[src/rtl/seq_dec_display_pkg.sv]
// seq_dec_display_pkg: shared state encoding, blank pattern and digit-count helper.
package seq_dec_display_pkg;
  typedef enum logic [1:0] {IDLE, SHIFT, LOAD} state_e;
  localparam logic [6:0] SEG_BLANK = 7'h7F;
  function automatic int min_digits(input int w);
    logic [63:0] m;
    min_digits = 0;
    for (m = (64'd1 << w) - 64'd1; m != 64'd0; m = m / 64'd10) min_digits++;
  endfunction
endpackage

[src/rtl/seq_dec_display_seven_seg.sv]
// seven_seg: BCD digit to active-low gfedcba segments; codes above 9 go dark.
module seven_seg
  import seq_dec_display_pkg::*;
(
  input  logic [3:0] bcd_i,
  output logic [6:0] seg_o
);
  always_comb begin
    case (bcd_i)
      4'd0: seg_o = 7'h40;
      4'd1: seg_o = 7'h79;
      4'd2: seg_o = 7'h24;
      4'd3: seg_o = 7'h30;
      4'd4: seg_o = 7'h19;
      4'd5: seg_o = 7'h12;
      4'd6: seg_o = 7'h02;
      4'd7: seg_o = 7'h78;
      4'd8: seg_o = 7'h00;
      4'd9: seg_o = 7'h10;
      default: seg_o = SEG_BLANK;
    endcase
  end
endmodule

[src/rtl/seq_dec_display.sv]
// seq_dec_display: iterative double-dabble binary-to-BCD converter driving
// active-low seven-segment digits with optional leading-zero blanking.
module seq_dec_display
  import seq_dec_display_pkg::*;
#(
  parameter int DATA_W     = 8,
  parameter int NUM_DIGITS = 3,
  parameter int BLANK_LZ   = 1
) (
  input  logic                    clk,
  input  logic                    reset_n,
  input  logic [DATA_W-1:0]       data_in,
  input  logic                    in_valid,
  output logic                    in_ready,
  output logic [4*NUM_DIGITS-1:0] bcd_out,
  output logic [7*NUM_DIGITS-1:0] seg_out,
  output logic                    out_valid
);
  localparam int CW = $clog2(DATA_W + 1);
  localparam int BW = 4 * NUM_DIGITS;
  if (DATA_W < 1 || DATA_W > 32) begin : g_bad_w
    $error("seq_dec_display: DATA_W must be 1..32");
  end
  if (NUM_DIGITS < min_digits(DATA_W)) begin : g_bad_nd
    $error("seq_dec_display: NUM_DIGITS too small for DATA_W");
  end
  state_e                  state_q;
  logic [DATA_W-1:0]       bin_q;
  logic [BW-1:0]           acc_q, acc_d;
  logic [CW-1:0]           cnt_q;
  logic [NUM_DIGITS-1:0]   blank;
  logic [7*NUM_DIGITS-1:0] seg_d;
  logic                    zero_above;
  assign in_ready = (state_q == IDLE);
  always_comb begin
    acc_d = acc_q;
    for (int i = 0; i < NUM_DIGITS; i++)
      acc_d[4*i +: 4] = (acc_q[4*i +: 4] >= 4'd5) ? acc_q[4*i +: 4] + 4'd3 : acc_q[4*i +: 4];
  end
  // Scan from the top digit down; a digit is blank while everything above it is zero.
  always_comb begin
    zero_above = 1'b1;
    blank = '0;
    for (int i = NUM_DIGITS - 1; i >= 0; i--) begin
      zero_above = zero_above && (acc_q[4*i +: 4] == 4'd0);
      blank[i] = (BLANK_LZ != 0) && (i != 0) && zero_above;
    end
  end
  for (genvar g = 0; g < NUM_DIGITS; g++) begin : g_dig
    seven_seg u_seg (
      .bcd_i(blank[g] ? 4'hF : acc_q[4*g +: 4]),
      .seg_o(seg_d[7*g +: 7])
    );
  end
  always_ff @(posedge clk or negedge reset_n) begin
    if (!reset_n) begin
      state_q   <= IDLE;
      bin_q     <= '0;
      acc_q     <= '0;
      cnt_q     <= '0;
      bcd_out   <= '0;
      seg_out   <= {NUM_DIGITS{SEG_BLANK}};
      out_valid <= 1'b0;
    end else begin
      out_valid <= 1'b0;
      case (state_q)
        IDLE: if (in_valid) begin
          bin_q   <= data_in;
          acc_q   <= '0;
          cnt_q   <= '0;
          state_q <= SHIFT;
        end
        SHIFT: begin
          {acc_q, bin_q} <= {acc_d, bin_q} << 1;
          cnt_q <= cnt_q + 1'b1;
          if (cnt_q == CW'(DATA_W - 1)) state_q <= LOAD;
        end
        LOAD: begin
          bcd_out   <= acc_q;
          seg_out   <= seg_d;
          out_valid <= 1'b1;
          state_q   <= IDLE;
        end
        default: state_q <= IDLE;
      endcase
    end
  end
endmodule

[config.mk]
export PLATFORM = sky130hd
export DESIGN_NAME = seq_dec_display
export DESIGN_NICKNAME = d
export VERILOG_FILES = /design/src/rtl/seq_dec_display_pkg.sv /design/src/rtl/seq_dec_display_seven_seg.sv /design/src/rtl/seq_dec_display.sv
export SDC_FILE = /design/constraint.sdc
export NUM_CORES = 1
export LEC_CHECK = 0
export CORE_UTILIZATION = 52
export CTS_CLUSTER_SIZE = 28
export DETAILED_ROUTE_END_ITERATION = 10
export GPL_TIMING_DRIVEN = 0
export PLACE_DENSITY_LB_ADDON = 0.3
export SLEW_MARGIN = 30
export SYNTH_ARGS = -nofsm -noshare
export SYNTH_HDL_FRONTEND = slang
export SYNTH_HIERARCHICAL = 1
export SYNTH_SLANG_ARGS = --single-unit
[constraint.sdc]
create_clock -name clk -period 2.6 [get_ports clk]
set_input_delay 0.39 -clock clk [delete_from_list [all_inputs] [get_ports clk]]
set_output_delay 0.39 -clock clk [all_outputs]
set_load 0.01 [all_outputs]
==> flow_summary.json <==
{
  "num-nets-final": 422,
  "crit_chain": "inv_1, ha_1, nand2b_1, o21ai_0, inv_1, ha_1, o21ai_0, o21ai_0, mux2_4",
  "port_buffers": 44,
  "path_buf_inv": 2,
  "clk_latency_ns": 0.34,
  "final_area_mm2": 0.00424,
  "critPathKind": "reg -> reg",
  "startpoint": "acc_q[8]",
  "rows": 29,
  "syn_area_mm2": 0.00347,
  "final_common_cell": "clkdlybuf4s50_1",
  "io_pins": 46,
  "initial_core_util": 0.543,
  "regArea_mm2": 0.00153,
  "final-setup-viol-count": 0,
  "grt_pass1_vias": 2420,
  "fin_setup_tns_ns": 0,
  "p_clk_frac": 0.163,
  "ys_ff_latch": 60,
  "vias": 2534,
  "yosysSeqAreaShare": 0.440,
  "root_buffer": "clkbuf_8",
  "irDropWorstVdd_uv": 613,
  "cp_top_family": "compound AO/OA/AOI/OAI gates",
  "skew_ns": 0.00762,
  "grt_pass1_wl_um": 11200,
  "tightestPinTransition_ns": 0.517,
  "leakage_nw": 1.88,
  "hold_path_class": "in -> async",
  "postCtsSetupBuffers": 0,
  "reg2reg_slack_ns": 0.13,
  "fmax_ghz": 0.404,
  "grt_start_max_net_pins": 46,
  "drc": 0,
  "maxSlewViolCount": 0,
  "place_ws_ns": 0.00598,
  "rr_startpoint": "acc_q[8]",
  "cp_data_arrival_time_ns": 2.74,
  "final_cell_mix": "clkdlybuf4s50_1 (43), dfrtp_1 (39), o21ai_0 (37), mux2_4 (29)",
  "layout_worst_path_cycle_share": 0.952,
  "gr-total-overflow": 0,
  "syn_nets": 365,
  "clk_pin_slew_ns": 0.07,
  "place.gp.congestion": 0.799,
  "finalPower_w": 0.00524,
  "period_needed_ns": 2.47,
  "p_int_w": 0.00320,
  "cts_tree": "built",
  "worst_path_largest_cell_delay_ns": 0.45,
  "start_kind": "flip-flop",
  "final_antenna_net_count": 0,
  "clock_path_buffers": 2,
  "track_usage": 0.200,
  "wirelength_um": 6620,
  "final.setup.worst_slack_ns": 0.125,
  "status": "finished, final reports clean",
  "die_w_um": 83.7,
  "die-height_um": 83.7,
  "max_slew_margin": 0.652,
  "drtIter0Drc": 85,
  "cp.required_ns": 2.86,
  "wl_per_cell_um": 14.1,
  "ys_async_sr_fraction": 1.00,
  "end_kind": "flip-flop",
  "combPwrFrac": 0.520,
  "swShare": 0.389,
  "clock_sinks": 60,
  "synthCells": 331,
  "n_fill_cell": 493,
  "dpl.cell_count": 453,
  "area_delta_synth_final_pct": 22.3,
  "path_max_fanout": 5,
  "htree_levels": 3,
  "seq_power_share": 0.317,
  "routed_via_density": 5.39,
  "finalNonFillerCells": 470,
  "cp_slowest_cell": "o21ai_0",
  "powerDensity_mw_per_mm2": 1240,
  "antenna_found_initial": 0,
  "drive_above_1_share": 0.232,
  "hold_viol_final": 0,
  "post_dp_cell_area_mm2": 0.00403,
  "antennaDiodeCount": 0,
  "switchingPower_w": 0.00204,
  "synth_ff_type": "dfrtp_1",
  "max-cap-violations": 0,
  "numCtsBuffers": 9,
  "cpMostUsedCell": "o21ai_0",
  "syn_avg_cell_area_um2": 10.5,
  "drtPass1Iterations": 4,
  "synth_cell_type_count": 32,
  "multi_input_area_mm2": 0.00175,
  "dieArea_mm2": 0.00700,
  "core_mm2": 0.00639,
  "synth_edf_count": 0,
  "yosys_warnings": 6,
  "grt_setup_unrepaired": "true",
  "dpl.hpwl_um": 4480
}
-- state kept, by name, indices dropped and copies added (netlist names) --
register and flops:
acc_q 12, bcd_out 12, bin_q 8, cnt_q 4, out_valid 1, seg_out 21
state_q 2
-- cell families after synthesis --
logic type	count (synthesis)	share of synthesized area
buffers and inverters	35	0.0555
adder cells (fa/ha/maj)	23	0.0829
XOR/XNOR	4	0.0101
flip-flops	60	0.440
AND/OR/NAND/NOR	94	0.135
AO/OA/AOI/OAI	82	0.138
multiplexers	33	0.138
-- Yosys cell counts, types with 3 or more instances --
master	n	share of area
buf_6	6	0.019
a21oi_1	19	0.027
dfstp_2	21	0.16
nor2_1	20	0.022
a21oi_2	3	0.0076
dfrtp_1	39	0.28
nor3_1	5	0.0072
buf_2	10	0.014
a22o_1	3	0.0076
o21ai_0	38	0.055
o311ai_0	3	0.0076
ha_1	23	0.083
nand2_1	24	0.026
a31oi_1	3	0.0054
mux2_4	29	0.13
or2_1	3	0.0054
a22oi_1	7	0.015
xnor2_1	3	0.0076
or2b_1	3	0.0065
nand3_1	8	0.012
mux2_2	4	0.013
nand2b_1	19	0.034
inv_1	16	0.017
nor2b_1	11	0.020
-- path summary, 6_finish.rpt --
path / depth (start not counted) / to
setup / recovery: 9 / seg_out[15]
hold / removal: 2 / bcd_out[11]
setup reg to reg: 9 / seg_out[15]
hold reg to reg: 1 / state_q[1]
max in group asynchronous: 3 / seg_out[1]
min in group clk: 1 / state_q[1]
-- through the flow --
step | utilization | hold slack [ns]
6_report | 0.664 | 0.460
5_1_grt | 0.664 | 0.469
4_1_cts | 0.664 | 0.455
3_5_place_dp | 0.631 | 0.269
3_3_place_gp | 0.627 | 0.494
2_1_floorplan | - | 0.0944
-- per-layer routing --
metal / share of wire / wire, um / vias to the layer above / track usage
li1: - / - / 1241 / -
met1: 0.47 / 3090 / 1232 / 0.263
met2: 0.48 / 3160 / 55 / 0.319
met3: 0.045 / 299 / 6 / 0.0524
met4: 0.011 / 71 / 0 / 0.0693
met5: 0 / 0 / - / 0
-- power groups by stage --
stage          Clock [W]  Sequential [W]  Combinational, W
3_3_place_gp           0         0.00167           0.00260
6_report        0.000854         0.00166           0.00272
4_1_cts         0.000873         0.00167           0.00273
2_1_floorplan          0         0.00169           0.00184
5_1_grt         0.000911         0.00172           0.00304
3_5_place_dp           0         0.00168           0.00270
-- final cells by class --
cell class / instances / share of cell area
well taps: 77 / 0.0227
plain buffers: 19 / 0.0313
clock buffers: 14 / 0.0383
clock inverters: 2 / 0.00826
repair buffers: 46 / 0.112
inverters: 16 / 0.0142
multi-input cells: 236 / 0.413
flip-flops and latches: 60 / 0.360
-- timing repair --
| item | CTS | global route |
|---|---|---|
| hold buffers | 1 | 0 |
| resized for setup | 1 | 1 |
| endpoints found under the hold margin | 3 | 0 |
| setup endpoints to repair | 2 | 5 |
(Power assumes the default switching activity.)
